--- config.mk ---
export PLATFORM = sky130hd
export DESIGN_NAME = uart_bus_master
export DESIGN_NICKNAME = d
export VERILOG_FILES = /design/src/rtl/uart_bus_master.sv
export SDC_FILE = /design/constraint.sdc
export NUM_CORES = 1
export LEC_CHECK = 0
export CORE_MARGIN = 3
export CORE_UTILIZATION = 40
export CTS_BUF_LIST = sky130_fd_sc_hd__clkbuf_2 sky130_fd_sc_hd__clkbuf_4 sky130_fd_sc_hd__clkbuf_8
export CTS_CLUSTER_DIAMETER = 80
export DETAILED_ROUTE_END_ITERATION = 7
export GPL_TIMING_DRIVEN = 0
export MAX_ROUTING_LAYER = met4
export PLACE_DENSITY = 0.77
export SETUP_SLACK_MARGIN = 0.1
export SYNTH_ARGS = -nofsm -noshare
export SYNTH_HDL_FRONTEND = slang
export SYNTH_SLANG_ARGS = --single-unit
export TNS_END_PERCENT = 10
--- constraint.sdc ---
create_clock -name clk -period 4.7 [get_ports clk]
set_input_delay 0.94 -clock clk [delete_from_list [all_inputs] [get_ports clk]]
set_output_delay 0.94 -clock clk [all_outputs]
set_load 0.05 [all_outputs]
--- src/rtl/uart_bus_master.sv ---
// Serial-to-bus bridge: 8N1 'W'/'R' command frames on rxd become single-word stb/ack bus cycles, replies go out on txd.
// Optional macro UBM_BUSTIMEOUT_EN aborts a bus cycle after TIMEOUT clocks without ack and replies 'E'.
module uart_bus_master #(
  parameter int DIV     = 24,
  parameter int TIMEOUT = 255
) (
  input  logic        clk,
  input  logic        rst_i,
  input  logic        rxd,
  output logic        txd,
  output logic [31:0] adr_o,
  output logic [31:0] dat_o,
  output logic [3:0]  sel_o,
  output logic        we_o,
  output logic        stb_o,
  input  logic        ack_i,
  input  logic [31:0] dat_i,
  output logic        busy_o
);

  localparam int CW = (DIV < 1) ? 1 : $clog2(DIV + 1);
  localparam int TW = (TIMEOUT < 2) ? 1 : $clog2(TIMEOUT + 1);
  localparam logic [CW-1:0] CNT_MAX  = CW'(DIV);
  localparam logic [CW-1:0] CNT_HALF = CW'(DIV >> 1);
  localparam logic [TW-1:0] TMO_LAST = TW'(TIMEOUT - 1);
  localparam logic [7:0] CMD_W = 8'h57;
  localparam logic [7:0] CMD_R = 8'h52;
  localparam logic [7:0] RSP_K = 8'h4B;
  localparam logic [7:0] RSP_E = 8'h45;

  typedef enum logic [2:0] {IDLE, ADDR, DATA, BUS, RESP} state_t;

  // ---------------- RX deserializer ----------------
  logic [1:0]    rx_sync;
  logic          rx_active;
  logic [CW-1:0] rx_cnt;
  logic [3:0]    rx_bit;
  logic [7:0]    rx_sh;
  logic          rx_valid;
  logic          rx_ferr;

  always_ff @(posedge clk or posedge rst_i) begin
    if (rst_i) begin
      rx_sync   <= 2'b11;
      rx_active <= 1'b0;
      rx_cnt    <= '0;
      rx_bit    <= '0;
      rx_sh     <= '0;
      rx_valid  <= 1'b0;
      rx_ferr   <= 1'b0;
    end else begin
      rx_sync  <= {rx_sync[0], rxd};
      rx_valid <= 1'b0;
      rx_ferr  <= 1'b0;
      if (!rx_active) begin
        if (!rx_sync[1]) begin
          rx_active <= 1'b1;
          rx_cnt    <= '0;
          rx_bit    <= '0;
        end
      end else begin
        if (rx_cnt == CNT_MAX) begin
          rx_cnt <= '0;
          rx_bit <= rx_bit + 4'd1;
        end else begin
          rx_cnt <= rx_cnt + 1'b1;
        end
        // Mid-bit sample: bit 0 is start, 1..8 data, 9 stop
        if (rx_cnt == CNT_HALF) begin
          if (rx_bit == 4'd0) begin
            if (rx_sync[1]) rx_active <= 1'b0;
          end else if (rx_bit == 4'd9) begin
            rx_active <= 1'b0;
            if (rx_sync[1]) rx_valid <= 1'b1;
            else            rx_ferr  <= 1'b1;
          end else begin
            rx_sh <= {rx_sync[1], rx_sh[7:1]};
          end
        end
      end
    end
  end

  // ---------------- TX serializer ----------------
  logic          tx_active;
  logic [CW-1:0] tx_cnt;
  logic [3:0]    tx_bit;
  logic [8:0]    tx_sh;
  logic          tx_load;
  logic          tx_stop_end;
  logic [31:0]   rsp_buf;

  assign tx_stop_end = tx_active && (tx_cnt == CNT_MAX) && (tx_bit == 4'd9);

  always_ff @(posedge clk or posedge rst_i) begin
    if (rst_i) begin
      txd       <= 1'b1;
      tx_active <= 1'b0;
      tx_cnt    <= '0;
      tx_bit    <= '0;
      tx_sh     <= '1;
    end else if (tx_load) begin
      txd       <= 1'b0;
      tx_sh     <= {1'b1, rsp_buf[31:24]};
      tx_active <= 1'b1;
      tx_cnt    <= '0;
      tx_bit    <= '0;
    end else if (tx_active) begin
      if (tx_cnt == CNT_MAX) begin
        tx_cnt <= '0;
        if (tx_bit == 4'd9) begin
          tx_active <= 1'b0;
        end else begin
          txd    <= tx_sh[0];
          tx_sh  <= {1'b1, tx_sh[8:1]};
          tx_bit <= tx_bit + 4'd1;
        end
      end else begin
        tx_cnt <= tx_cnt + 1'b1;
      end
    end
  end

  // ---------------- Command parser / bus initiator ----------------
  state_t        state;
  logic          is_write;
  logic [1:0]    byte_cnt;
  logic [1:0]    resp_cnt;
  logic          tx_go;
  logic          bus_latch;
  logic          bus_err;
  logic [TW-1:0] tmo_cnt;
  logic          tmo_hit;

  assign tmo_hit = (tmo_cnt == TMO_LAST);
  // First reply byte is requested by tx_go; later ones chain onto the previous stop bit
  assign tx_load = (state == RESP) && (tx_go || (tx_stop_end && resp_cnt != 2'd0));

  always_ff @(posedge clk or posedge rst_i) begin
    if (rst_i) begin
      state     <= IDLE;
      is_write  <= 1'b0;
      byte_cnt  <= '0;
      resp_cnt  <= '0;
      tx_go     <= 1'b0;
      bus_latch <= 1'b0;
      bus_err   <= 1'b0;
      tmo_cnt   <= '0;
      rsp_buf   <= '0;
      adr_o     <= '0;
      dat_o     <= '0;
      sel_o     <= '0;
      we_o      <= 1'b0;
      stb_o     <= 1'b0;
      busy_o    <= 1'b0;
    end else begin
      if (tx_load) rsp_buf <= {rsp_buf[23:0], 8'h00};
      case (state)
        IDLE: begin
          if (rx_valid && (rx_sh == CMD_W || rx_sh == CMD_R)) begin
            is_write <= (rx_sh == CMD_W);
            busy_o   <= 1'b1;
            byte_cnt <= '0;
            state    <= ADDR;
          end
        end
        ADDR: begin
          if (rx_ferr) begin
            state  <= IDLE;
            busy_o <= 1'b0;
          end else if (rx_valid) begin
            adr_o <= {adr_o[23:0], rx_sh};
            if (byte_cnt == 2'd3) begin
              byte_cnt <= '0;
              if (is_write) begin
                state <= DATA;
              end else begin
                state     <= BUS;
                stb_o     <= 1'b1;
                sel_o     <= 4'b1111;
                we_o      <= 1'b0;
                tmo_cnt   <= '0;
                bus_latch <= 1'b0;
                bus_err   <= 1'b0;
              end
            end else begin
              byte_cnt <= byte_cnt + 2'd1;
            end
          end
        end
        DATA: begin
          if (rx_ferr) begin
            state  <= IDLE;
            busy_o <= 1'b0;
          end else if (rx_valid) begin
            dat_o <= {dat_o[23:0], rx_sh};
            if (byte_cnt == 2'd3) begin
              byte_cnt  <= '0;
              state     <= BUS;
              stb_o     <= 1'b1;
              sel_o     <= 4'b1111;
              we_o      <= 1'b1;
              tmo_cnt   <= '0;
              bus_latch <= 1'b0;
              bus_err   <= 1'b0;
            end else begin
              byte_cnt <= byte_cnt + 2'd1;
            end
          end
        end
        BUS: begin
          if (bus_latch) begin
            // Slave data is valid one cycle after its ack edge
            bus_latch <= 1'b0;
            tx_go     <= 1'b1;
            state     <= RESP;
            if (bus_err) begin
              rsp_buf  <= {RSP_E, 24'h0};
              resp_cnt <= 2'd0;
            end else if (is_write) begin
              rsp_buf  <= {RSP_K, 24'h0};
              resp_cnt <= 2'd0;
            end else begin
              rsp_buf  <= dat_i;
              resp_cnt <= 2'd3;
            end
          end else begin
            if (!tmo_hit) tmo_cnt <= tmo_cnt + 1'b1;
            if (ack_i) begin
              stb_o     <= 1'b0;
              we_o      <= 1'b0;
              sel_o     <= '0;
              bus_latch <= 1'b1;
            end
`ifdef UBM_BUSTIMEOUT_EN
            else if (tmo_hit) begin
              stb_o     <= 1'b0;
              we_o      <= 1'b0;
              sel_o     <= '0;
              bus_latch <= 1'b1;
              bus_err   <= 1'b1;
            end
`else
`endif
          end
        end
        RESP: begin
          if (tx_go) begin
            tx_go <= 1'b0;
          end else if (tx_stop_end) begin
            if (resp_cnt != 2'd0) begin
              resp_cnt <= resp_cnt - 2'd1;
            end else begin
              state  <= IDLE;
              busy_o <= 1'b0;
            end
          end
        end
        default: state <= IDLE;
      endcase
    end
  end

endmodule

# Word level (Yosys, flattened, before mapping)
# Index checks and enable logic that the tools add are counted.
# op_classes
bitwise,3
reduce_logical,32
mux,109
n_eq_ne,37
add_sub_neg,6
# ops
operator,count
$mux 32,5
$mux 4,16
$mux 1,47
$mux 9,4
$mux 3,11
$ne 2x2->1 const B,16
$mux 5,6
$mux 2,10
$eq 8x7->1 const B,2
$reduce_and 8->1,2
$pmux 3 s5,1
$ne 3x3->1 const B,4
$pmux 1 s3,4
$pmux 4 s3,1
$reduce_bool 2->1,6
$add 5x1->5 const B,2
$eq 5x5->1 const B,2
$ne 2x1->1 const B,5
$reduce_and 10->1,1
$reduce_and 3->1,3
$reduce_and 9->1,1
$add 4x1->4 const B,2
$eq 4x4->1 const B,2
$pmux 2 s2,2
19 further kinds,32
# totals
input_bits,36
reg_bits,156

# Depth between registers and ports, before layout
# logic_depth
ltp_word,9
ltp_mapped,10

# Worst setup path before layout
# Ideal clock, no wire load.
# synth_timing
kind,register -> output
startpoint,"register, netlist name sel_o[2]"
endpoint,output sel_o[0]
path_slack_ns,2.801
stages_incl_launch_ff,2
path_buffers,1
arrival_time_ns,0.959
t_required_ns,3.760
cell_sequence,dfrtp_1 -> buf_4
# synth_lines
element,line,source
to (decl),13,"output logic [3:0] sel_o,"

==> flow_summary.toml <==
[detailed_routing]
drt.antenna.violating_nets = 0
dr.pass1.iters = 5
finalWirelength_mm = 14.5
wl_per_cell_um = 15.3
num_vias = 4857
drt_iter0_drc = 273
vias_per_cell = 5.11
remaining_drc_errors = 0

[worst_hold_path]
hp-class = "reg -> reg"

[placement]
gp_congestion = 0.852
dp_hpwl_mm = 10.6
dpl.cell_count = 920
io_buffers = 107

[floorplan]
start_util_pct = 41.6
die_y_um = 136
core_mm2 = 0.0162
die-area_mm2 = 0.0184
num_rows = 46
die_width_um = 136
top_level_ports = 108

[logic_synthesis]
synthAdderAreaFrac_pct = 2.05
yosys_warnings = 0
synth_area_mm2 = 0.00673
synth_compound_area_share_pct = 7.12
ys_seq_area_share_pct = 56.0
syn_area_per_cell_um2 = 11.3
syn_nets = 640
synthMuxAreaShare_pct = 13.6
synthCells = 593
synth.distinct_cells = 52
synthSimpleGateAreaFrac_pct = 16.7
async_flop_share_pct = 100
ys.flop_type = "dfrtp_1"
synth_top_family_by_area = "simple AND/OR/NAND/NOR gates"
synth-edff-count = 0
ys_ff_latch = 150
synthXorXnorAreaFrac_pct = 1.04

[finish]
antenna_cells = 0
final_cells = 951
area_growth_pct = 26.9
fillers = 1383
layout-drive-gt1-share_pct = 20.4
fin_nets = 770
regArea_mm2 = 0.00377
multi_input_area_mm2 = 0.00272

[timing]
whs_ns = 0.359
hold_viol_final = 0
worstMarginPinSlew_ns = 0.747
clock.fmax_ghz = 0.363
timing.slew.headroom_pct = 49.9
drv_slew = 0
rsz0062_at_grt = "false"
fin_skew_ns = 0.00652
min_period_ns = 2.76
fin_crit_sh_pct = 58.7
tns_ns = 0
finalSetupViolCount = 0

[grt]
grtUsageTotal_pct = 16.9
antenna_found_initial = 0
grt_pass1_vias = 4878
overflow = 0
grt_pass1_wl_mm = 24.1
grt_max_degree = 42

[critical_path]
path_buf_inv = 2
critPathRequiredTime_ns = 3.76
end_kind = "primary output"
start_kind = "register"
critical_path_class = "reg -> out"
critPathMaxFanout = 6
crit_slowest_cell = "clkdlybuf4s50_1"
max_stage_delay_ns = 0.79
worst-endpoint-arrival_ns = 1.82
critPathTopFamily = "buffers and inverters"
path_cells = "buf_4 -> clkdlybuf4s50_1"

[clocking]
cts_tree = "done"
clock-root-buffer = "clkbuf_8"
h-tree-depth = 4
cts_hold_buf = 0
cts_made_buffers = 17
clkSlewWorstSetupHoldPaths_ns = 0.08
cts_sinks = 150
clock_path_buffers = 2
post_cts_buffers = 0
clk_latency_ns = 0.45
cts.repair.resized = 0

[run]
cap_violations = 0

[power_and_ir_drop]
ir_drop_mv = 0.178
p_per_area_mw_per_mm2 = 299
leakagePower_nw = 3.87

[outcome]
status = "finished, final reports clean"
## worst reg2reg max path, cell delays in order, from the launching register on
cell and delay (ns):
dfrtp_1 0.41, inv_1 0.06, ha_1 0.18, and4b_1 0.18, buf_2 0.15, a41o_1 0.25, nand2_1 0.24, buf_2 0.29
nand3_1 0.12, nand3_1 0.10
## synthesized netlist by cell type, types with 3 or more instances
cell	count	share of area [%]
o21ai_0	24	1.8
nand3_1	50	3.7
a21oi_1	19	1.4
inv_1	13	0.73
a21o_1	3	0.33
ha_1	11	2.0
a21oi_2	3	0.39
o21ai_1	9	0.67
a31oi_1	4	0.37
nor2_1	28	1.6
buf_2	18	1.3
clkbuf_1	13	0.73
nor3_1	8	0.60
nand4_1	5	0.46
xor2_1	6	0.78
nand3b_1	31	3.5
mux2i_1	9	1.3
dfrtp_1	139	52
mux2_2	69	12
nor2b_1	4	0.37
buf_4	4	0.45
or3_1	3	0.28
nand2_1	64	3.6
mux2_1	4	0.67
dfstp_2	11	4.3
nand2b_1	6	0.56
## logic make-up (layout without fill, tap and decap cells)
logic type | after synthesis | count (layout)
DFF | 150 | 150
AOI/OAI and AO/OA | 78 | 78
muxes | 82 | 82
and+or+nand+nor | 214 | 214
adders and majority gates | 11 | 11
buffers and inverters | 50 | 192
xor gates and xnor gates | 8 | 8
## sequential cells by signal (all words and copies together) (netlist names), 3 cells and up
signal   count
tx_bit       4
rx_cnt       5
adr_o       32
tx_sh        8
dat_o       32
rx_bit       4
rsp_buf     32
state        3
rx_sh        8
tx_cnt       5
## placed cells by master, fill, tap and decap left out, types with 19 or more instances in the layout
| cell type | count |
|---|---|
| nor2_1 | 28 |
| o21ai_0 | 24 |
| mux2_2 | 69 |
| nand3_1 | 50 |
| a21oi_1 | 19 |
| nand3b_1 | 31 |
| clkdlybuf4s50_1 | 107 |
| nand2_1 | 64 |
| dfrtp_1 | 139 |
## area by class of cell
cell class              instances  share of cell area (%)
flip-flops and latches        150                    44.1
multi-input cells             393                    31.9
repair buffers                111                    13.5
well taps                     216                    3.16
clock buffers                  19                    2.99
plain buffers                  37                    2.24
clock inverters                12                    1.54
inverters                      13                   0.615
## worst paths after layout
path | from | to | slack [ns] | depth (start not counted)
setup / recovery | sel_o[2]$_DFFE_PP0P_ | sel_o[3] | 1.94 | 2
hold / removal | rx_sync[0]$_DFF_PP1_ | rx_sync[1]$_DFF_PP1_ | 0.36 | 0
setup reg to reg | tx_cnt[0]$_DFFE_PP0P_ | rsp_buf[17]$_DFF_PP0_ | 2.64 | 9
hold reg to reg | rx_sync[0]$_DFF_PP1_ | rx_sync[1]$_DFF_PP1_ | 0.36 | 0
max in group asynchronous | rst_i | tx_sh[7]$_DFFE_PP1P_ | 3.21 | 4
min in group asynchronous | rst_i | tx_cnt[4]$_DFFE_PP0P_ | 0.73 | 2
## stage by stage
| stage | setup slack [ns] | power, W | cell area [um2] | util, % |
|---|---|---|---|---|
| after floorplan | 1.88 | 0.00154 | 6730 | - |
| after global placement | 0.615 | 0.00161 | 8070 | 49.9 |
| after detailed placement | 2.40 | 0.00162 | 8150 | 50.4 |
| after CTS | 1.89 | 0.00258 | 8540 | 52.8 |
| after global routing | 1.84 | 0.00267 | 8540 | 52.8 |
| final | 1.94 | 0.00256 | 8540 | 52.8 |
## power breakdown
part | internal [W] | switching (W) | total (W)
Combinational | 0.000100 | 0.000119 | 0.000219
Sequential | 0.00133 | 0.0000437 | 0.00137
Clock | 0.000486 | 0.000477 | 0.000963
Total | 0.00192 | 0.000639 | 0.00256
## metal layers
| layer | global-route usage, % | vias to the layer above | wire length [um] |
|---|---|---|---|
| li1 | - | 2344 | - |
| met1 | 20.7 | 2385 | 6330 |
| met2 | 27.6 | 99 | 7380 |
| met3 | 3.27 | 29 | 502 |
| met4 | 7.17 | 0 | 341 |
| met5 | - | - | 0 |
(Power assumes the default switching activity.)
